File: src/rtl/jkseq_pkg.sv
// Shared types for the JK flip-flop command sequencer: FSM states, command
// opcodes, the pulse-width counter width and the shadow-state update rule.
package jkseq_pkg;

    localparam int PW_CNT_W = 4;

    typedef enum logic [2:0] {
        S_IDLE,
        S_SETUP,
        S_LOW,
        S_RISE,
        S_CHECK
    } state_t;

    typedef enum logic [1:0] {
        OP_HOLD   = 2'b00,
        OP_CLEAR  = 2'b01,
        OP_SET    = 2'b10,
        OP_TOGGLE = 2'b11
    } op_t;

    // Mirrors what a 74107 does with J/K on a falling clock edge.
    function automatic logic next_shadow(input logic cur, input op_t op);
        case (op)
            OP_HOLD:  return cur;
            OP_CLEAR: return 1'b0;
            OP_SET:   return 1'b1;
            default:  return ~cur;
        endcase
    endfunction

endpackage

File: src/rtl/jkff_sequencer_if.sv
// Requester handshake plus flip-flop pin bundle; the sequencer sits on the
// slave side, requesters and the external flip-flop pair on the master side.
interface jkff_sequencer_if;

    logic [1:0] req;
    logic [1:0] req_ch;
    logic [3:0] req_op;
    logic [1:0] ack;
    logic [1:0] done;
    logic       err;
    logic [1:0] ff_j;
    logic [1:0] ff_k;
    logic [1:0] ff_n_cp;
    logic [1:0] ff_n_r;
    logic [1:0] ff_q;
    logic [1:0] ff_n_q;

    modport master (
        output req, req_ch, req_op, ff_q, ff_n_q,
        input  ack, done, err, ff_j, ff_k, ff_n_cp, ff_n_r
    );

    modport slave (
        input  req, req_ch, req_op, ff_q, ff_n_q,
        output ack, done, err, ff_j, ff_k, ff_n_cp, ff_n_r
    );

endinterface

File: src/rtl/jkff_sequencer_rr_arb2.sv
// Two-way round-robin arbiter: a lone request wins outright, a tie goes to
// the requester that was not granted last (requester 0 after reset).
module rr_arb2 (
    input  logic       i_clk,
    input  logic       i_rst_n,
    input  logic [1:0] i_req,
    input  logic       i_advance,
    output logic [1:0] o_grant
);

    logic       r_prio1;
    logic [1:0] w_grant;

    always_comb begin
        w_grant = i_req;
        if (i_req == 2'b11) begin
            w_grant = r_prio1 ? 2'b10 : 2'b01;
        end
    end

    assign o_grant = w_grant;

    // Whoever was just granted loses the next tie.
    always_ff @(posedge i_clk or negedge i_rst_n) begin
        if (!i_rst_n) begin
            r_prio1 <= 1'b0;
        end else if (i_advance && (w_grant != 2'b00)) begin
            r_prio1 <= w_grant[0];
        end
    end

endmodule

File: src/rtl/jkff_sequencer.sv
// Sequencer for a dual negative-edge JK flip-flop pair: arbitrates requester
// commands, drives J/K and a clean clock pulse, and tracks a shadow state.
// Define JKSEQ_READBACK_EN to add the CHECK state and the sticky ERR flag.
module jkff_sequencer
    import jkseq_pkg::*;
#(
    parameter int PULSE_W = 1
) (
    input  logic            i_clk,
    input  logic            i_n_rst,
    jkff_sequencer_if.slave bus
);

    state_t              r_state;
    logic [PW_CNT_W-1:0] r_cnt;
    logic                r_ch;
    op_t                 r_op;
    logic                r_req;
    logic [1:0]          r_ack;
    logic [1:0]          r_done;
    logic                r_err;
    logic [1:0]          r_j;
    logic [1:0]          r_k;
    logic [1:0]          r_n_cp;
    logic [1:0]          r_n_r;
    logic [1:0]          r_shadow;

    logic [1:0]          w_grant;
    logic                w_advance;

    // Grants only happen from IDLE once the flip-flops are out of reset.
    assign w_advance = (r_state == S_IDLE) && (r_n_r == 2'b11) && (bus.req != 2'b00);

    rr_arb2 u_arb (
        .i_clk     (i_clk),
        .i_rst_n   (i_n_rst),
        .i_req     (bus.req),
        .i_advance (w_advance),
        .o_grant   (w_grant)
    );

`ifndef JKSEQ_READBACK_EN
    logic w_unused_q;
    assign w_unused_q = ^{bus.ff_q, bus.ff_n_q};
`endif

    always_ff @(posedge i_clk or negedge i_n_rst) begin
        if (!i_n_rst) begin
            r_state  <= S_IDLE;
            r_cnt    <= '0;
            r_ch     <= 1'b0;
            r_op     <= OP_HOLD;
            r_req    <= 1'b0;
            r_ack    <= 2'b00;
            r_done   <= 2'b00;
            r_err    <= 1'b0;
            r_j      <= 2'b00;
            r_k      <= 2'b00;
            r_n_cp   <= 2'b11;
            r_n_r    <= 2'b00;
            r_shadow <= 2'b00;
        end else begin
            r_n_r  <= 2'b11;
            r_ack  <= 2'b00;
            r_done <= 2'b00;
            case (r_state)
                S_IDLE: begin
                    r_j    <= 2'b00;
                    r_k    <= 2'b00;
                    r_n_cp <= 2'b11;
                    if (w_advance) begin
                        r_ack   <= w_grant;
                        r_req   <= w_grant[1];
                        r_ch    <= w_grant[1] ? bus.req_ch[1] : bus.req_ch[0];
                        r_op    <= op_t'(w_grant[1] ? bus.req_op[3:2] : bus.req_op[1:0]);
                        r_state <= S_SETUP;
                    end
                end
                S_SETUP: begin
                    r_j[r_ch] <= r_op[1];
                    r_k[r_ch] <= r_op[0];
                    r_cnt     <= '0;
                    r_state   <= S_LOW;
                end
                S_LOW: begin
                    r_n_cp[r_ch] <= 1'b0;
                    if (r_cnt == '0) begin
                        r_shadow[r_ch] <= next_shadow(r_shadow[r_ch], r_op);
                    end
                    if (r_cnt == PW_CNT_W'(PULSE_W - 1)) begin
                        r_state <= S_RISE;
                    end else begin
                        r_cnt <= r_cnt + PW_CNT_W'(1);
                    end
                end
                S_RISE: begin
                    r_n_cp <= 2'b11;
`ifdef JKSEQ_READBACK_EN
                    r_state <= S_CHECK;
`else
                    r_done  <= r_req ? 2'b10 : 2'b01;
                    r_state <= S_IDLE;
`endif
                end
`ifdef JKSEQ_READBACK_EN
                // Q must equal the shadow and be complementary to /Q.
                S_CHECK: begin
                    r_j    <= 2'b00;
                    r_k    <= 2'b00;
                    r_done <= r_req ? 2'b10 : 2'b01;
                    if ((bus.ff_q[r_ch] != r_shadow[r_ch]) ||
                        (bus.ff_q[r_ch] == bus.ff_n_q[r_ch])) begin
                        r_err <= 1'b1;
                    end
                    r_state <= S_IDLE;
                end
`endif
                default: begin
                    r_state <= S_IDLE;
                end
            endcase
        end
    end

    assign bus.ack     = r_ack;
    assign bus.done    = r_done;
    assign bus.err     = r_err;
    assign bus.ff_j    = r_j;
    assign bus.ff_k    = r_k;
    assign bus.ff_n_cp = r_n_cp;
    assign bus.ff_n_r  = r_n_r;

endmodule

File: src/flat_wrapper.sv
// flat-port wrapper written by rule: the top's interface ports become plain ports
module jkff_sequencer_flat import jkseq_pkg::*;
#(
    parameter int PULSE_W = 1
)
  (i_clk, i_n_rst, bus_req, bus_req_ch, bus_req_op, bus_ff_q, bus_ff_n_q, bus_ack, bus_done, bus_err, bus_ff_j, bus_ff_k, bus_ff_n_cp, bus_ff_n_r);
  jkff_sequencer_if bus_i ();
  input  logic i_clk;
  input  logic i_n_rst;
  input wire logic [$bits(bus_i.req)-1:0] bus_req;
  input wire logic [$bits(bus_i.req_ch)-1:0] bus_req_ch;
  input wire logic [$bits(bus_i.req_op)-1:0] bus_req_op;
  input wire logic [$bits(bus_i.ff_q)-1:0] bus_ff_q;
  input wire logic [$bits(bus_i.ff_n_q)-1:0] bus_ff_n_q;
  output wire logic [$bits(bus_i.ack)-1:0] bus_ack;
  output wire logic [$bits(bus_i.done)-1:0] bus_done;
  output wire logic [$bits(bus_i.err)-1:0] bus_err;
  output wire logic [$bits(bus_i.ff_j)-1:0] bus_ff_j;
  output wire logic [$bits(bus_i.ff_k)-1:0] bus_ff_k;
  output wire logic [$bits(bus_i.ff_n_cp)-1:0] bus_ff_n_cp;
  output wire logic [$bits(bus_i.ff_n_r)-1:0] bus_ff_n_r;
  assign bus_i.req = bus_req;
  assign bus_i.req_ch = bus_req_ch;
  assign bus_i.req_op = bus_req_op;
  assign bus_i.ff_q = bus_ff_q;
  assign bus_i.ff_n_q = bus_ff_n_q;
  assign bus_ack = bus_i.ack;
  assign bus_done = bus_i.done;
  assign bus_err = bus_i.err;
  assign bus_ff_j = bus_i.ff_j;
  assign bus_ff_k = bus_i.ff_k;
  assign bus_ff_n_cp = bus_i.ff_n_cp;
  assign bus_ff_n_r = bus_i.ff_n_r;
  jkff_sequencer #(.PULSE_W(PULSE_W)) u_core (.i_clk(i_clk), .i_n_rst(i_n_rst), .bus(bus_i));
endmodule
File: config.mk
export PLATFORM = sky130hd
export DESIGN_NAME = jkff_sequencer_flat
export DESIGN_NICKNAME = d
export VERILOG_FILES = /design/src/rtl/jkseq_pkg.sv /design/src/rtl/jkff_sequencer_if.sv /design/src/rtl/jkff_sequencer_rr_arb2.sv /design/src/rtl/jkff_sequencer.sv /design/src/flat_wrapper.sv
export SDC_FILE = /design/constraint.sdc
export NUM_CORES = 1
export LEC_CHECK = 0
export BUFFER_PORTS_ARGS = -buffer_cell sky130_fd_sc_hd__buf_2
export CORE_MARGIN = 4
export CORE_UTILIZATION = 51
export CTS_CLUSTER_SIZE = 28
export DETAILED_ROUTE_END_ITERATION = 8
export PLACE_DENSITY = 0.75
export REMOVE_ABC_BUFFERS = 1
export SLEW_MARGIN = 10
export SYNTH_ARGS = -nofsm -noshare
export SYNTH_HDL_FRONTEND = slang
export SYNTH_HIERARCHICAL = 1
export SYNTH_SLANG_ARGS = --single-unit
File: constraint.sdc
create_clock -name i_clk -period 2.1 [get_ports i_clk]
set_clock_uncertainty 0.1 [all_clocks]
set_input_delay 0.21 -clock i_clk [delete_from_list [all_inputs] [get_ports i_clk]]
set_output_delay 0.21 -clock i_clk [all_outputs]
set_load 0.01 [all_outputs]
# Word-level counts from Yosys, hierarchy flattened
# Index checks and enable logic that the tools add are counted.
dict set report op_classes {
  n_shift 0
  bitwise_logic 2
  n_div 0
  n_mul 0
  n_eq_ne 8
  add_sub_neg 1
  magnitude_cmp 2
  muxes 20
  n_reduce_logical 15
}
# op count
set op_table {}
lappend op_table {{2-bit two-way mux} 7}
lappend op_table {{2-bit case mux with 2 select lines} 3}
lappend op_table {{2-bit nonzero test} 5}
lappend op_table {{3-bit case mux with 3 select lines} 1}
lappend op_table {{4-bit case mux with 2 select lines} 1}
lappend op_table {{3-bit by 2-bit == test with 1-bit output, second input constant} 2}
lappend op_table {{3-bit two-way mux} 2}
lappend op_table {{2-bit AND reduction} 3}
lappend op_table {{4-bit by 1-bit adder with 4-bit output, second input constant} 1}
lappend op_table {{2-bit bitwise mux} 2}
lappend op_table {{2-bit == test, second input constant} 2}
lappend op_table {{1-bit logical AND} 4}
lappend op_table {{4-bit logical NOT} 1}
lappend op_table {{4-bit two-way mux} 1}
lappend op_table {{2-bit inequality test, second input constant} 2}
lappend op_table {{3-bit by 1-bit == test with 1-bit output, second input constant} 1}
lappend op_table {{3-bit logical NOT} 1}
lappend op_table {{2-bit bitwise AND} 1}
lappend op_table {{1-bit by 2-bit < comparator with 1-bit output, second input constant} 1}
lappend op_table {{1-bit two-way mux} 2}
lappend op_table {{2-bit by 1-bit inequality test with 1-bit output, second input constant} 1}
lappend op_table {{2-bit inverter} 1}
lappend op_table {{2-bit OR reduction} 1}
lappend op_table {{1-bit demux with 1-bit select} 1}
lappend op_table {{1-bit greater-or-equal comparator, second input constant} 1}
dict set report word_totals {
  mem_bits_rw 0
  in_bits 14
  mem_count 0
  ff_bits 23
  romBits 0
  out_inout_bits 13
  latchBits 0
  word_cells 60
}

# Longest topological paths before layout
# Gate-level depths: netlist of the first run.
dict set report logic_depth {
  depth_word 7
  depth_mapped 6
  mapped_depth_nobuf 6
}

# Modules after synthesis
# Netlist of the first run, hierarchy kept.
# mod seq_area_each_um2 area_per_inst_um2 n_inst cells_per_inst
set by_module_without_submodules {}
lappend by_module_without_submodules {jkff_sequencer 528.0 1062.3 1 91}
lappend by_module_without_submodules {rr_arb2 25.0 55.1 1 6}

# Least setup slack after synthesis of the first run
# Ideal clock, no wire load.
dict set report synth_path {
  kind {flip-flop to flip-flop}
  startpoint {register u_core.r_state[0]}
  endpoint {register u_core.r_state[1]}
  path_stages_with_launch 6
  synth_period_minus_slack_ns 1.714
  path_slack_ns 0.386
  setup_ns 0.125
  path_buffers 0
  required_time_ns 1.875
  t_arrival_ns 1.489
  path_cell_list {dfrtp_1 > inv_1 > ha_1 > o211ai_4 > a22oi_4 > mux2_4}
}
dict set report synth_between {
  elab_chain_cells 5
  word_cells_on_any_way 9
  cone_classes {eq/ne: 4; mux: 1; reduce/logical: 4}
}
# item line
set synth_rtl {}
lappend synth_rtl {{start: declaration} jkff_sequencer.sv:14} ;# state_t r_state;
lappend synth_rtl {{start signal: assignment} jkff_sequencer.sv:49} ;# r_state <= S_IDLE;
lappend synth_rtl {{start signal: assignment} jkff_sequencer.sv:76} ;# r_state <= S_SETUP;
lappend synth_rtl {{start signal: assignment} jkff_sequencer.sv:83} ;# r_state <= S_LOW;
lappend synth_rtl {{3-bit logical NOT} {jkff_sequencer.sv:32, jkff_sequencer.sv:66}}
lappend synth_rtl {{1-bit logical AND (2 in a row)} jkff_sequencer.sv:32} ;# assign w_advance = (r_state == S_IDLE) && (r_n_r == 2'b11) && (bus.req != 2'b00);
lappend synth_rtl {{2-bit inequality test (no line)} n/a}
lappend synth_rtl {{2-bit AND reduction (no line)} n/a}
# Parallel ways exist; a longest one is shown, timed or not.
# A chain may end at the register's enable or synchronous reset.

# Final worst setup path of the first run
# Same ends and word-level chain as after synthesis.

==> flow_summary.ini, run 1 <==
[sta]
timing.final.crit_share_pct = 89.68
drv_slew = 0
rsz0062_at_grt = no
fin_tns_setup_ns = 0
finalHoldViolCount = 0
setup-violations-final = 0
period_needed_ns = 1.883
max_freq_ghz = 0.5310

[clocking]
h-tree-depth = 1
cts_max_path_buffers = 2
numCtsBuffers = 3
post-cts-setup-buffers = 0
tritoncts = built
cts_root_buf = clkbuf_4
clock_latency_ns = 0.31
clock-sinks = 22
cts_resized = 0
cts.clk_slew.worst_paths_ns = 0.12

[worst_setup_path]
crit_start = u_core/r_state[0]
cp_max_fo = 9
cp_slowest_stage_delay_ns = 0.45
crit_required_ns = 2.21
setup.worst_path.class = flop to flop
crit_path_cell_trace = inv_1 -> ha_1 -> o211ai_4 -> a22oi_4 -> mux2_4
cp_top_family = flip-flops
critical_path_buf_inv_count = 1
cp.arrival_ns = 1.99
critPathSlowestCell = dfrtp_1
worstSetupEndpointType = flop
cp-start-kind = flop
r2r_start = u_core/r_state[0]

[die]
fp.coreArea_um2 = 2022
start_util_pct = 55.26
die_h_um = 54.81
die_area_um2 = 3004
die_x_um = 54.81
design.portCount = 27
rows = 16

[route]
vias_per_cell = 5.164
dr_total_vias = 754
drc = 0
routed_wl_um = 2020
m1WireLength_um = 809
drt_iter0_markers = 1
wl_per_cell_um = 13.84
wl_met3_um = 113
first_pass_iters = 3
antenna_left = 0
wl_met2_um = 1077
top_layer_used = met4

[job]
maxCapViolations = 0

[global_routing]
grt_pass1_wl_um = 3539
grt-ovfl-total = 0
grt_max_degree = 23
track_usage_pct = 17.02
grt_pass1_vias = 803
antenna_found_initial = 0

[layout]
drive_above_1_share_pct = 31.09
final_core_util_pct = 62.93
finalNetCount = 142
final_area_um2 = 1272
antenna_cells = 0
fin_cells = 146
syn_to_final_growth_pct = 13.89

[placed_design]
placed_cells = 141
dp_hpwl_um = 1576
io_buffers = 21
gp_congestion = 0.7044
placed_cell_area_um2 = 1226

[power]
p_comb_share_pct = 41.5
vdd_ir_drop_max_v = 0.0008856
p_clk_share_pct = 14.9
finalPower_w = 0.001560
p_switching_w = 0.0005701
switching_share_pct = 36.55
seqPwrFrac_pct = 43.6
power_density_nw_per_um2 = 1226
p_int_w = 0.0009897
p_leak_nw = 0.6769

[logic_synthesis]
synth_edf_count = 0
ys_seq_area_share_pct = 49.50
synth_mux_area_share_pct = 8.063
syn_area_um2 = 1117
synth_compound_area_share_pct = 17.13
synth_seq_cells = 22
yosys.area.top_type = dfrtp_1
syn_avg_cell_area_um2 = 11.52
synthTopCellsByCount = 20 x dfrtp_1, 10 x o21ai_0, 8 x ha_1, 8 x inv_1, 6 x nand2_1
yosys-top-cells-area = dfrtp_1 45%, ha_1 9.0%, dfstp_2 4.7%
ys.flop_type = dfrtp_1
synthSimpleGateAreaFrac_pct = 9.518
synthArstFlopShare_pct = 100.0
synth.most_common_cell = dfrtp_1
synthAdderAreaFrac_pct = 8.959
synth_top_family_by_area = compound AO/OA/AOI/OAI gates
synth_xor_area_share_pct = 0.7839
ys_types = 30
netlist_instances = 97
synth_warnings = 8
synth_top_area_share_pct = 44.79

[run_status]
status = completed

[min_path]
hold_class = input port to flop
hold_start = bus_req[1]
-- cells in the final DEF (no fill, tap or decap), drive strengths merged --
cell,count
a21oi,2
inv,8
o21ai,10
dfstp,2
nand2,6
xnor2,1
or3b,1
a21o,1
a22oi,1
a21boi,2
nand2b,1
and2,4
o211ai,1
dlygate4sd3,1
nor2,2
conb,2
clkbuf,4
dfrtp,20
nand3,5
nor2b,1
ha,8
mux2,5
o32ai,1
a22o,5
mux2i,3
a31oi,1
buf,21
-- path summary, 6_finish.rpt --
check                                         to  slack (ns)  depth (start not counted)
max                            u_core/r_state[1]        0.22                          5
min                         u_core/u_arb/r_prio1        0.05                          2
max reg2reg                    u_core/r_state[1]        0.22                          5
min reg2reg                   u_core/bus.done[0]        0.36                          1
max in group asynchronous  u_core/bus.ff_n_cp[1]        1.27                          2
min in group asynchronous           u_core/r_req        0.28                          2
-- layer usage --
layer,vias to the layer above,global-route usage (%)
met1,360,19.25
li1,375,-
met2,15,29.72
met3,4,5.995
met4,0,4.979
met5,-,0
-- registers in the layout, summed over array words and instances (netlist names) --
register,flops
u_core/bus.ack,2
u_core/bus.done,2
u_core/bus.ff_j,2
u_core/bus.ff_k,2
u_core/bus.ff_n_cp,2
u_core/bus.ff_n_r,1
u_core/r_ch,1
u_core/r_cnt,4
u_core/r_op,2
u_core/r_req,1
u_core/r_state,2
u_core/u_arb/r_prio1,1
-- kinds of logic after synthesis --
group | Yosys count
flops | 22
fa+ha+maj | 8
simple gates | 20
buf+inv | 12
compound gates | 24
other cells | 2
mux | 8
xor+xnor | 1
-- through the flow --
| stage | hold slack (ns) | setup WS (ns) |
|---|---|---|
| 4_1_cts | 0.03938 | 0.1962 |
| 6_report | 0.05100 | 0.2167 |
| 3_5_place_dp | 0.09727 | 0.2123 |
| 5_1_grt | 0.04104 | 0.1114 |
| 3_3_place_gp | 0.09686 | 0.2811 |
| 2_1_floorplan | -0.1856 | 0.3818 |
-- layout make-up --
cell class | instances | area [um2]
multi-input combinational | 63 | 504.2
sequential | 22 | 553.0
timing repair buffer | 22 | 115.1
tap | 27 | 33.78
clock buffer | 4 | 36.28
fill | 171 | 749.5
inverter | 8 | 30.03
-- power by group through the flow --
stage / clock [W] / sequential [W] / combinational, W
after floorplan: 0 / 0.000702 / 0.000448
after global placement: 0 / 0.000681 / 0.000629
after detailed placement: 0 / 0.000691 / 0.000656
after CTS: 0.000243 / 0.000681 / 0.000661
after global routing: 0.000265 / 0.000703 / 0.000721
final: 0.000232 / 0.000680 / 0.000648
-- repair_timing --
| item | CTS | global route |
|---|---|---|
| endpoints found under the hold margin | 20 | 0 |
| endpoints found under the setup margin | 0 | 0 |
| hold buffers | 1 | 0 |
Note: power is estimated with default switching activity, not from simulation.
==> run 2, diff against run 1 <==
Settings changed: GPL_TIMING_DRIVEN set to 0.
==> run 2 against run 1 <==
  * Cell count did not move
  * Clock power hardly changed
  * Sequential share of layout area unchanged
  * Combinational power about the same
  * Total power down 0.11%
  * Wire length down 10%
  * Worst hold slack worse by 0.0023 ns
  * Sequential power about the same
  * Highest routed layer unchanged
==> flow_summary.ini, run 2 (synthesis results as in run 1) <==
[die]
design.portCount = 27
rows = 16
start_util_pct = 55.26
die_area_um2 = 3004
die_x_um = 54.81
fp.coreArea_um2 = 2022
die_h_um = 54.81

[power]
p_switching_w = 0.0005676
p_comb_share_pct = 41.5
p_leak_nw = 0.6769
seqPwrFrac_pct = 43.7
power_density_nw_per_um2 = 1224
finalPower_w = 0.001558
p_clk_share_pct = 14.8
vdd_ir_drop_max_v = 0.0006684
switching_share_pct = 36.43
p_int_w = 0.0009905

[layout]
final_area_um2 = 1272
syn_to_final_growth_pct = 13.89
finalNetCount = 142
largest_reg_flops = 4
final_cell_mix = 21 x buf_2, 20 x dfrtp_1, 10 x o21ai_0, 8 x inv_1, 8 x ha_1
final_common_cell = buf_2
drive_above_1_share_pct = 31.09
antenna_cells = 0
multiInputGateArea_um2 = 504.2
final_core_util_pct = 62.93
seq_area_um2 = 553.0
regMostFlops = u_core/r_cnt
fillers = 168

[worst_setup_path]
setup.worst_path.class = flop to flop
critPathSlowestCell = dfrtp_1
r2r_cells = 5
worstSetupEndpointType = flop
cp_max_fo = 9
crit_path_cell_trace = inv_1 -> ha_1 -> o211ai_4 -> a22oi_4 -> mux2_4
r2r_start = u_core/r_state[0]
cp-start-kind = flop
cp.arrival_ns = 1.97
cp_slowest_stage_delay_ns = 0.45
critical_path_buf_inv_count = 1
crit_start = u_core/r_state[0]
cp_top_family = flip-flops
crit_required_ns = 2.21
crit_cells = 5

[sta]
drv_slew = 0
rsz0062_at_grt = no
timing.final.crit_share_pct = 88.74
max_freq_ghz = 0.5366
setup-violations-final = 0
setup_slack_ns = 0.2365
finalHoldViolCount = 0
fin_tns_setup_ns = 0
period_needed_ns = 1.864

[clocking]
clock_latency_ns = 0.30
cts_resized = 0
tritoncts = built
cts_max_path_buffers = 2
cts_root_buf = clkbuf_4
numCtsBuffers = 3
clock-sinks = 22
cts.clk_slew.worst_paths_ns = 0.12
h-tree-depth = 1

[route]
routed_wl_um = 1815
drc = 0
dr_total_vias = 758
first_pass_iters = 4
drt_iter0_markers = 10
antenna_left = 0
wl_per_cell_um = 12.43
vias_per_cell = 5.192

[min_path]
hold_class = input port to flop
hold_depth = 2
hold_start = bus_req[1]

[global_routing]
track_usage_pct = 14.83
grt_pass1_wl_um = 3160
grt_pass1_vias = 726
grt-ovfl-total = 0
grt_max_degree = 23
antenna_found_initial = 0

[run_status]
status = completed

[placed_design]
dp_hpwl_um = 1422
placed_cell_area_um2 = 1226
io_buffers = 21
post-place-ws_ns = 0.2338
gp_congestion = 0.7215

[job]
maxCapViolations = 0
run 2: power groups by stage:
| stage | logic, W | clock network (W) | registers (W) |
|---|---|---|---|
| 4_1_cts | 0.000657 | 0.000244 | 0.000686 |
| 3_3_place_gp | 0.000627 | 0 | 0.000681 |
| 6_report | 0.000647 | 0.000230 | 0.000681 |
| 2_1_floorplan | 0.000448 | 0 | 0.000702 |
| 5_1_grt | 0.000729 | 0.000259 | 0.000707 |
| 3_5_place_dp | 0.000653 | 0 | 0.000696 |
run 2: layout make-up:
| type | instances | area share (%) |
|---|---|---|
| timing repair buffer | 22 | 9.046 |
| multi-input combinational | 63 | 39.63 |
| clock buffer | 4 | 2.852 |
| sequential | 22 | 43.46 |
| tap | 27 | 2.655 |
| inverter | 8 | 2.360 |
run 2: path summary, 6_finish.rpt:
path,endpoint,slack (ns)
max in group asynchronous,u_core/bus.ff_n_cp[1],1.26
worst min-delay path,u_core/u_arb/r_prio1,0.05
min in group asynchronous,u_core/r_op[1],0.28
worst min register to register,u_core/bus.done[0],0.35
worst max-delay path,u_core/r_state[1],0.24
worst max register to register,u_core/r_state[1],0.24
run 2: worst reg2reg max path, delay by kind of cell, from the launching register on:
kind / cells / cell delay [ns]
DFF: 1 / 0.45
adders and majority gates: 1 / 0.33
muxes: 1 / 0.31
buffers and inverters: 1 / 0.14
AOI/OAI and AO/OA: 2 / 0.44
run 2: through the flow:
stage	std cells	hold slack (ns)
2_1_floorplan	93	-0.1856
3_3_place_gp	141	0.09968
3_5_place_dp	141	0.1058
4_1_cts	146	0.03984
5_1_grt	146	0.04407
6_report	146	0.04871
run 2: repair_timing:
item	CTS	global route
hold buffers	1	0
buffers inserted	0	0
hold endpoints to repair	20	0
run 2: metal layers:
layer | track usage [%] | part of all wire (%) | wire, um | up-vias
met5 | 0 | 0 | 0 | -
met4 | 6.639 | 0.94 | 17 | 0
met3 | 2.997 | 5.3 | 96 | 2
met2 | 25.20 | 47 | 862 | 14
met1 | 17.84 | 46 | 840 | 362
li1 | - | - | - | 380
